$ cat src/rtl/keypad_scan_encoder.sv
// 4x4 active-low keypad scanner: row drive, debounce, lowest-column priority, valid/ready key delivery.
// Optional auto-repeat while a key is held is enabled with `define KEYPAD_REPEAT_EN.
`timescale 1ns/1ps
module keypad_scan_encoder #(
  parameter int SCAN_DIV       = 1000,
  parameter int DEBOUNCE_CNT   = 3,
  parameter int REPEAT_SAMPLES = 50
) (
  input  logic       clk,
  input  logic       rst,
  output logic [3:0] row_n,
  input  logic [3:0] col_n,
  output logic [3:0] key_code,
  output logic       key_valid,
  input  logic       key_ready,
  output logic       key_held
);

  localparam int         DW       = $clog2(SCAN_DIV);
  localparam logic [3:0] DEB_LAST = 4'(DEBOUNCE_CNT - 1);

  typedef enum logic [1:0] {SCAN, DEBOUNCE, EMIT, HOLD} state_t;

  state_t          state_q, state_d;
  logic [3:0]      sync1_q, cols_q;
  logic [DW-1:0]   dwell_q, dwell_d;
  logic [3:0]      row_d;
  logic [3:0]      cand_q, cand_d;
  logic [3:0]      cnt_q, cnt_d;
  logic [3:0]      code_d;
  logic            vld_d, held_d;
  logic            sample, cand_pressed;
  logic [3:0]      row_next;

`ifdef KEYPAD_REPEAT_EN
  localparam int          RW       = $clog2(REPEAT_SAMPLES + 1);
  localparam logic [RW-1:0] REP_LAST = RW'(REPEAT_SAMPLES - 1);
  logic [RW-1:0] rep_q, rep_d;
`endif

  function automatic logic [1:0] row_idx(input logic [3:0] rn);
    case (rn)
      4'b1101: row_idx = 2'd1;
      4'b1011: row_idx = 2'd2;
      4'b0111: row_idx = 2'd3;
      default: row_idx = 2'd0;
    endcase
  endfunction

  // lowest pressed (low) column wins
  function automatic logic [1:0] win_col(input logic [3:0] c);
    casez (c)
      4'b???0: win_col = 2'd0;
      4'b??01: win_col = 2'd1;
      4'b?011: win_col = 2'd2;
      default: win_col = 2'd3;
    endcase
  endfunction

  assign sample       = (dwell_q == DW'(SCAN_DIV - 1));
  assign cand_pressed = ~cols_q[cand_q[1:0]];
  assign row_next     = {row_n[2:0], row_n[3]};
  assign dwell_d      = sample ? '0 : dwell_q + DW'(1);

  always_comb begin
    state_d = state_q;
    row_d   = row_n;
    cand_d  = cand_q;
    cnt_d   = cnt_q;
    code_d  = key_code;
    vld_d   = key_valid;
    held_d  = key_held;
`ifdef KEYPAD_REPEAT_EN
    rep_d   = rep_q;
`endif
    case (state_q)
      SCAN: if (sample) begin
        if (cols_q != 4'hF) begin
          cand_d = {row_idx(row_n), win_col(cols_q)};
          cnt_d  = 4'd1;
          if (DEBOUNCE_CNT == 1) begin
            code_d  = {row_idx(row_n), win_col(cols_q)};
            vld_d   = 1'b1;
            state_d = EMIT;
          end else begin
            state_d = DEBOUNCE;
          end
        end else begin
          row_d = row_next;
        end
      end
      DEBOUNCE: if (sample) begin
        if (cand_pressed) begin
          if (cnt_q != 4'hF) cnt_d = cnt_q + 4'd1;
          if (cnt_q >= DEB_LAST) begin
            code_d  = cand_q;
            vld_d   = 1'b1;
            state_d = EMIT;
          end
        end else begin
          cnt_d   = '0;
          row_d   = row_next;
          state_d = SCAN;
        end
      end
      // a release here is not seen until HOLD; the event is always delivered
      EMIT: if (key_valid && key_ready) begin
        vld_d   = 1'b0;
        held_d  = 1'b1;
        cnt_d   = '0;
        state_d = HOLD;
`ifdef KEYPAD_REPEAT_EN
        rep_d   = '0;
`endif
      end
      HOLD: if (sample) begin
        if (!cand_pressed) begin
`ifdef KEYPAD_REPEAT_EN
          rep_d = '0;
`endif
          if (cnt_q >= DEB_LAST) begin
            cnt_d   = '0;
            held_d  = 1'b0;
            row_d   = row_next;
            state_d = SCAN;
          end else begin
            cnt_d = cnt_q + 4'd1;
          end
        end else begin
          cnt_d = '0;
`ifdef KEYPAD_REPEAT_EN
          if (rep_q >= REP_LAST) begin
            rep_d   = '0;
            vld_d   = 1'b1;
            state_d = EMIT;
          end else begin
            rep_d = rep_q + RW'(1);
          end
`else
          held_d = 1'b1;
`endif
        end
      end
      default: state_d = SCAN;
    endcase
  end

  always_ff @(posedge clk or posedge rst) begin
    if (rst) begin
      state_q   <= SCAN;
      sync1_q   <= 4'hF;
      cols_q    <= 4'hF;
      dwell_q   <= '0;
      row_n     <= 4'b1110;
      cand_q    <= '0;
      cnt_q     <= '0;
      key_code  <= '0;
      key_valid <= 1'b0;
      key_held  <= 1'b0;
`ifdef KEYPAD_REPEAT_EN
      rep_q     <= '0;
`endif
    end else begin
      state_q   <= state_d;
      sync1_q   <= col_n;
      cols_q    <= sync1_q;
      dwell_q   <= dwell_d;
      row_n     <= row_d;
      cand_q    <= cand_d;
      cnt_q     <= cnt_d;
      key_code  <= code_d;
      key_valid <= vld_d;
      key_held  <= held_d;
`ifdef KEYPAD_REPEAT_EN
      rep_q     <= rep_d;
`endif
    end
  end

endmodule

$ cat config.mk
export PLATFORM = sky130hd
export DESIGN_NAME = keypad_scan_encoder
export DESIGN_NICKNAME = d
export VERILOG_FILES = /design/src/rtl/keypad_scan_encoder.sv
export SDC_FILE = /design/constraint.sdc
export NUM_CORES = 1
export LEC_CHECK = 0
export CAP_MARGIN = 5
export CORE_ASPECT_RATIO = 0.5
export CORE_MARGIN = 2
export CORE_UTILIZATION = 25
export CTS_CLUSTER_DIAMETER = 30
export DETAILED_ROUTE_END_ITERATION = 7
export PLACE_DENSITY = 0.4
export SETUP_SLACK_MARGIN = 0.1
export SLEW_MARGIN = 30
export SYNTH_ARGS = -nofsm -noshare
export SYNTH_HDL_FRONTEND = slang
export SYNTH_SLANG_ARGS = --single-unit
export TNS_END_PERCENT = 30
$ cat constraint.sdc
create_clock -name clk -period 2.8 [get_ports clk]
set_input_delay 0.42 -clock clk [delete_from_list [all_inputs] [get_ports clk]]
set_output_delay 0.42 -clock clk [all_outputs]
set_load 0.02 [all_outputs]
### After elaboration in Yosys (flattened, before gate mapping)

Index checks and enable logic that the tools add are counted.

| cells by class | value |
|---|---|
| add/subtract/negate cells | 2 |
| magnitude comparators | 2 |
| equal/unequal tests | 25 |
| muxes and demuxes | 43 |
| bitwise gates (word level) | 2 |
| reduce and logical (&&, ||, !) cells | 12 |

Operators by type and width:

| cell | count |
|---|---|
| 2-to-1 mux 4 bit | 16 |
| inequality test 2 bit (second input constant) | 11 |
| 2-to-1 mux 2 bit | 9 |
| case mux 4 bit (4 select lines) | 1 |
| AND reduction 8 bit | 2 |
| case mux 2 bit (3 select lines) | 2 |
| case mux 4 bit (3 select lines) | 1 |
| adder 10 x 1 -> 10 bit (second input constant) | 1 |
| equality test 10 bit (second input constant) | 1 |
| 2-to-1 mux 10 bit | 1 |
| 2-to-1 mux 1 bit | 9 |
| inequality test 3 bit (second input constant) | 3 |
| equality test 4 bit (second input constant) | 2 |
| inequality test 4 bit (second input constant) | 2 |
| case mux 2 bit (4 select lines) | 1 |
| AND reduction 4 bit | 2 |
| AND reduction 6 bit | 1 |
| AND reduction 5 bit | 1 |
| adder 4 x 1 -> 4 bit (second input constant) | 1 |
| equality test 2 x 1 -> 1 bit (second input constant) | 2 |
| equality test 2 bit (second input constant) | 2 |
| equality test 4 x 3 -> 1 bit (second input constant) | 1 |
| greater-or-equal comparator 4 x 2 -> 1 bit (second input constant) | 1 |
| case mux 1 bit (2 select lines) | 2 |
| 9 further kinds | 11 |

| word-level totals | value |
|---|---|
| bits in registers | 38 |
| bits of input ports | 7 |
| output and inout bits | 10 |
| word-level logic and storage cells | 96 |

### Longest topological paths before layout

Gate-level depths: netlist of the first run.

| depth | value |
|---|---|
| depth in word-level cells | 5 |
| mapped depth | 6 |
| gate-level depth less buffers | 6 |

### Least setup slack after synthesis of the first run

No wires, ideal clock.

| timing path | value |
|---|---|
| path kind | register -> register |
| start point | register cnt_q[0] |
| end point | register row_n[0] |
| setup time | 0.125 ns |
| arrival time | 1.946 ns |
| required time | 2.675 ns |
| slack | 0.730 ns |
| cell stages (with the launch flop) | 7 |
| path buffers | 0 |
| period minus slack after synthesis | 2.070 ns |
| path through | dfrtp_1 inv_1 ha_1 o41ai_1 nor4_4 a32oi_2 mux2_2 |

| between the ends | value |
|---|---|
| cells in the longest elaborated chain, start to end | 3 |

RTL lines:

| item | line | RTL |
|---|---|---|
| start, declared | 29 | `logic [3:0] cnt_q, cnt_d;` |
| start signal, assigned | 170 | `cnt_q <= cnt_d;` |
| greater-or-equal comparator 4 x 2 -> 1 bit | 121 | `if (cnt_q >= DEB_LAST) begin` |
| inequality test 2 bit (no line) | - |  |
| AND reduction 8 bit (no line) | - |  |
| end signal, assigned | 168 | `row_n <= row_d;` |
| end, declared | 11 | `output logic [3:0] row_n,` |

No other way between the ends.
A chain may end at the register's enable or synchronous reset.

### Worst setup path after layout of the first run

Same ends and word-level chain as after synthesis.

==> flow_metrics.tcl, run 1 <==
set metrics [dict create \
    yosys-top-cells-area "dfrtp_1 (38%), dfstp_2 (16%), mux2_2 (6.9%)" \
    slowest_delay_ns 0.65 \
    clkPwrFrac_pct 47.5 \
    crit_path_max_fanout 5 \
    grt_pass1_vias 1321 \
    syn2layout_area_growth_pct 23.37 \
    overflow 0 \
    synth_area_per_cell_um2 11.53 \
    critPathKind "reg -> reg" \
    grt_usage_pct 11.18 \
    clk_path_buf_depth 2 \
    clk_pin_slew_ns 0.06 \
    synth_top_area_cell "dfrtp_1" \
    antenna_found_initial 0 \
    outcome "finished, final reports clean" \
    start_util_pct 26.34 \
    p_leak_nw 0.9590 \
    fmax_mhz 436.7 \
    r2r_end "row_n[0]" \
    p_int_mw 0.8984 \
    slew_viol_final 0 \
    synth-seq-cells 38 \
    ys_seq_area_share_pct 53.62 \
    hold_viol 0 \
    cts_resized 0 \
    setup_viol 0 \
    cpMaxStageDelayCell "o41ai_1" \
    seq_power_share_pct 49.9 \
    cap_violations 0 \
    end_kind "register" \
    slew_headroom_pct 56.50 \
    dieWidth_um 124.0 \
    start_kind "register" \
    globalplace.congestion 0.7739 \
    crit_family "compound AO/OA/AOI/OAI gates" \
    final.setup.tns_ns 0 \
    ff2ff_setup_slack_ns 0.51 \
    synth_ff_type "dfrtp_1" \
    placeableCoreArea_mm2 0.006832 \
    vias_per_cell 4.657 \
    min_period_over_period_pct 81.77 \
    crit_required_ns 2.97 \
    worstPathCellList "inv_1, ha_1, o41ai_1, nor4_4, a32oi_2, mux2_2" \
    layout_setup_ws_ns 0.5103 \
    dp_slack_ns 0.4872 \
    hold-worst-slack_ns 0.3535 \
    total_power_mw 1.130 \
    fillers 720 \
    worstMarginPinSlew_ns 0.6441 \
    synth-async-reset-ratio_pct 100.0 \
    htreeDepth 2 \
    synthDistinctLibCells 44 \
    ant_nets 0 \
    routedWlPerCell_um 13.50 \
    worstHoldStart "sync1_q[2]" \
    finalNetCount 188 \
    cts_sinks 38 \
    whs_path_depth 0 \
    cts_tree "done" \
    netSwitchingFraction_pct 20.49 \
    syn_inst 156 \
    synth_edf_count 0 \
    drtPass1Iterations 4 \
    crit_buf_inv 1 \
    drive_gt1_share_pct 21.23 \
    netSwitchingPower_mw 0.2316 \
    combinationalPowerShare_pct 2.6 \
    multi_input_area_um2 777.0 \
    hold_end "cols_q[2]" \
    clock_skew_ns 0.004911 \
    hold_buffers 0 \
    ioPinCount 17 \
    fin_util_pct 32.49 \
    synth.top_cell.area_share_pct 37.55 \
    rows 21 \
    totalWireLength_um 3659 \
    rsz0062_at_grt "false" \
    period_minus_slack_ns 2.290 \
    first_iter_violations 58 \
    portBuffers 16 \
    syn_area_mm2 0.001799 \
    insertion_delay_ns 0.28 \
    powerDensity_mw_per_mm2 509.1 \
    cts_buffers 5 \
    grt_max_degree 39 \
    peakVddDrop_v 0.0002220 \
    die-area_mm2 0.007933 \
    worstPathArrival_ns 2.46 \
    rr_worst_depth 6 \
    ys.warnings.count 0 \
    diodes 0 \
    cts_setup_buffers 0 \
    grt_pass1_wl_um 6617 \
    dp_hpwl_um 2563 \
    drc 0 \
    final-seq-area_um2 964.7 \
    num_vias 1262 \
    cts_root_buf "clkbuf_16" \
    holdCritPathClass "reg -> reg" \
    die_y_um 63.99 \
    r2r-start "cnt_q[0]" \
    syn_nets 166 \
]
==> power by group through the flow <==
stage | Sequential, mW | Clock [mW] | Combinational [mW]
after floorplan | 0.572 | 0 | 0.0154
after global placement | 0.573 | 0 | 0.0302
after detailed placement | 0.573 | 0 | 0.0304
after CTS | 0.564 | 0.558 | 0.0307
after global routing | 0.565 | 0.585 | 0.0341
final | 0.564 | 0.537 | 0.0292
==> final cells by class <==
cell class,instances,area share [%]
flip-flops and latches,38,43.46
multi-input cells,103,35.01
repair buffers,19,8.230
clock buffers,6,5.806
well taps,92,5.186
inverters,11,1.860
clock inverters,2,0.4510
==> worst reg2reg max path: stages, from the launching register on <==
cell and delay (ns):
dfrtp_1 0.41, inv_1 0.09, ha_1 0.22, o41ai_1 0.65
nor4_4 0.11, a32oi_2 0.32, mux2_2 0.37
==> cells in the final DEF (no fill, tap or decap), types with 2 or more instances in the layout <==
cell / synthesis / routed
nand2_1: 6 / 6
nand4_1: 4 / 4
xnor2_1: 2 / 2
and3_1: 6 / 6
nor3_1: 2 / 2
dfrtp_1: 27 / 27
mux2_2: 11 / 11
clkdlybuf4s50_1: 0 / 16
a21oi_1: 3 / 3
inv_1: 11 / 11
nor4_1: 2 / 2
o21ai_0: 5 / 5
xor2_1: 7 / 7
clkinv_2: 0 / 2
buf_4: 0 / 3
dfstp_2: 11 / 11
nand3_1: 7 / 7
ha_1: 3 / 3
mux2i_1: 3 / 3
o2111ai_1: 2 / 2
nor2_1: 15 / 15
and4_1: 2 / 2
clkbuf_16: 0 / 5
==> layer usage <==
metal | vias up | share of wire (%) | routed length (um) | track usage [%]
met3 | 7 | 5.4 | 197 | 3.661
met5 | - | 0 | 0 | 0
li1 | 607 | - | - | -
met4 | 0 | 2.2 | 82 | 5.197
met2 | 28 | 43 | 1581 | 15.73
met1 | 620 | 49 | 1798 | 15.43
==> cell usage after synthesis, types with 2 or more instances <==
cell and n:
nand4_1 4, clkbuf_1 3, mux2i_1 3, nor2_1 15, a21oi_1 3, inv_1 11
mux2_2 11, o21ai_0 5, dfstp_2 11, and4_1 2, xor2_1 7, nand2_1 6
xnor2_1 2, nor4_1 2, nor3_1 2, and3_1 6, o2111ai_1 2, nand3_1 7
dfrtp_1 27, ha_1 3
==> cells by family after synthesis <==
| kind of cell | Yosys count | share of synthesized area (%) |
|---|---|---|
| and+or+nand+nor | 52 | 16.34 |
| DFF | 38 | 53.62 |
| AOI/OAI and AO/OA | 22 | 9.389 |
| muxes | 16 | 10.43 |
| buffers and inverters | 15 | 3.199 |
| xor gates and xnor gates | 9 | 4.381 |
| adders and majority gates | 4 | 2.643 |
==> through the flow <==
step,std cells,instance area (um2)
after floorplan,156,1799
after global placement,263,2081
after detailed placement,263,2081
after CTS,271,2220
after global routing,271,2220
final,271,2220
==> flip-flops by register name, summed over array words and instances (netlist names), named ones only <==
| signal | count |
|---|---|
| dwell_q | 10 |
| cand_q | 4 |
| cnt_q | 4 |
| cols_q | 4 |
| key_code | 4 |
| row_n | 4 |
| sync1_q | 4 |
| key_held | 1 |
| key_valid | 1 |
| state_q | 1 |
==> worst max-delay path by stage <==
| stage | endpoint | startpoint | slack [ns] | cells after the start |
|---|---|---|---|---|
| 2_1_floorplan | row_n[0] | cnt_q[0] | 0.73 | 6 |
| 3_3_place_gp | row_n[0] | cnt_q[0] | 0.57 | 6 |
| 3_5_place_dp | row_n[0] | cnt_q[0] | 0.49 | 6 |
| 4_1_cts | row_n[0] | cnt_q[0] | 0.48 | 6 |
| 5_1_grt | row_n[0] | cnt_q[0] | 0.34 | 6 |
| 6_report | row_n[0] | cnt_q[0] | 0.51 | 6 |
Note: power is estimated with default switching activity, not from simulation.
==> run 2: changes to the inputs <==
==> constraint.sdc (replaced) <==
create_clock -name clk -period 2.35 [get_ports clk]
set_input_delay 0.3525 -clock clk [delete_from_list [all_inputs] [get_ports clk]]
set_output_delay 0.3525 -clock clk [all_outputs]
set_load 0.02 [all_outputs]
==> run 2 against run 1 <==
Against the previous run:
- total power is 28% higher
- combinational power increased by 23%
- non-clock buffer count rose by 4
- global-route usage down 0.75 points
- worst setup slack lost 0.26 ns
- critical path type unchanged
- largest power group is now the clock network
==> flow_metrics.tcl, run 2 (synthesis results as in run 1) <==
set metrics [dict create \
    drc 0 \
    critPathKind "reg -> reg" \
    clk_path_buf_depth 2 \
    largest_reg_flops 10 \
    final_cells 275 \
    start_util_pct 26.34 \
    syn2layout_area_growth_pct 26.77 \
    cap_violations 0 \
    rows 21 \
    crit_required_ns 2.51 \
    peakVddDrop_v 0.0002702 \
    min_period_over_period_pct 89.53 \
    setup_viol 0 \
    diodes 0 \
    totalWireLength_um 3650 \
    finalNetCount 192 \
    final_common_cell "dfrtp_1" \
    cts_root_buf "clkbuf_16" \
    dp_hpwl_um 2545 \
    numPlacedInstances 267 \
    outcome "finished, final reports clean" \
    crit_path_max_fanout 5 \
    globalplace.congestion 0.7469 \
    htreeDepth 2 \
    ioPinCount 17 \
    antenna_found_initial 0 \
    hold-worst-slack_ns 0.3540 \
    die-area_mm2 0.007933 \
    slew_headroom_pct 67.16 \
    whs_path_depth 0 \
    grt_usage_pct 10.42 \
    period_minus_slack_ns 2.104 \
    routedWlPerCell_um 13.27 \
    die_y_um 63.99 \
    grt_max_degree 39 \
    vias_per_cell 4.542 \
    rsz0062_at_grt "false" \
    final.setup.tns_ns 0 \
    powerDensity_mw_per_mm2 635.0 \
    placeableCoreArea_mm2 0.006832 \
    dp_slack_ns 0.2093 \
    placed_cell_area_mm2 0.002111 \
    ant_nets 0 \
    overflow 0 \
    clk_pin_slew_ns 0.05 \
    p_leak_nw 0.9861 \
    layout_setup_ws_ns 0.2459 \
    end_kind "register" \
    portBuffers 16 \
    cts_sinks 38 \
    drive_gt1_share_pct 22.95 \
    cts_tree "done" \
    fillers 709 \
    hold_viol 0 \
    hold_buffers 0 \
    clock_skew_ns 0.002726 \
    fin_area_mm2 0.002281 \
    cts_resized 0 \
    total_power_mw 1.448 \
    first_iter_violations 48 \
    fmax_mhz 475.3 \
    cts_buffers 5 \
    worstPathArrival_ns 2.26 \
    grt_pass1_vias 1301 \
    start_kind "register" \
    fin_util_pct 33.39 \
    drtPass1Iterations 4 \
    rr_worst_depth 7 \
    insertion_delay_ns 0.27 \
    multi_input_area_um2 784.5 \
    dieWidth_um 124.0 \
    final-seq-area_um2 964.7 \
    slew_viol_final 0 \
    worstMarginPinSlew_ns 0.4926 \
    num_vias 1249 \
    cts_setup_buffers 0 \
    holdCritPathClass "reg -> reg" \
    mostFrequentLayoutCells "dfrtp_1 (27), clkdlybuf4s50_1 (16), nor2_1 (15)" \
    grt_pass1_wl_um 6382 \
    largest_register "dwell_q" \
]
==> run 2: final timing paths <==
kind	startpoint	end	slack [ns]
setup / recovery	cnt_q[0]	row_n[0]	0.25
hold / removal	sync1_q[0]	cols_q[0]	0.35
setup reg to reg	cnt_q[0]	row_n[0]	0.25
hold reg to reg	sync1_q[0]	cols_q[0]	0.35
max in group asynchronous	rst	cols_q[3]	1.48
min in group asynchronous	rst	dwell_q[0]	0.50
==> run 2: area by class of cell <==
cell class	instances	area share, %
Tap cell	92	5.047
Clock buffer	7	5.815
Inverter	11	1.810
Timing Repair Buffer	23	9.325
Multi-Input combinational cell	103	34.39
Sequential cell	38	42.29
Clock inverter	1	1.317
==> run 2: worst max-delay path: stages, from the launching register on <==
cell and delay (ns):
dfrtp_1 0.40, inv_1 0.08, ha_1 0.23, o41ai_2 0.35, buf_4 0.18, nor4_4 0.05
a32oi_2 0.32, mux2_2 0.38
==> run 2: routing by layer <==
layer	part of all wire, %	global-route usage, %	routed length (um)	vias up
met5	0	0	0	-
li1	-	-	-	618
met2	44	15.66	1613	16
met4	0.82	3.371	30	0
met3	2.1	2.679	76	5
met1	53	14.64	1929	610
==> run 2: power breakdown <==
group / internal (mW) / switching (mW) / leakage, nW
sequential: 0.668 / 0.00433 / 0.457
clock: 0.501 / 0.240 / 0.0781
combinational: 0.0148 / 0.0211 / 0.451
total: 1.18 / 0.265 / 0.986
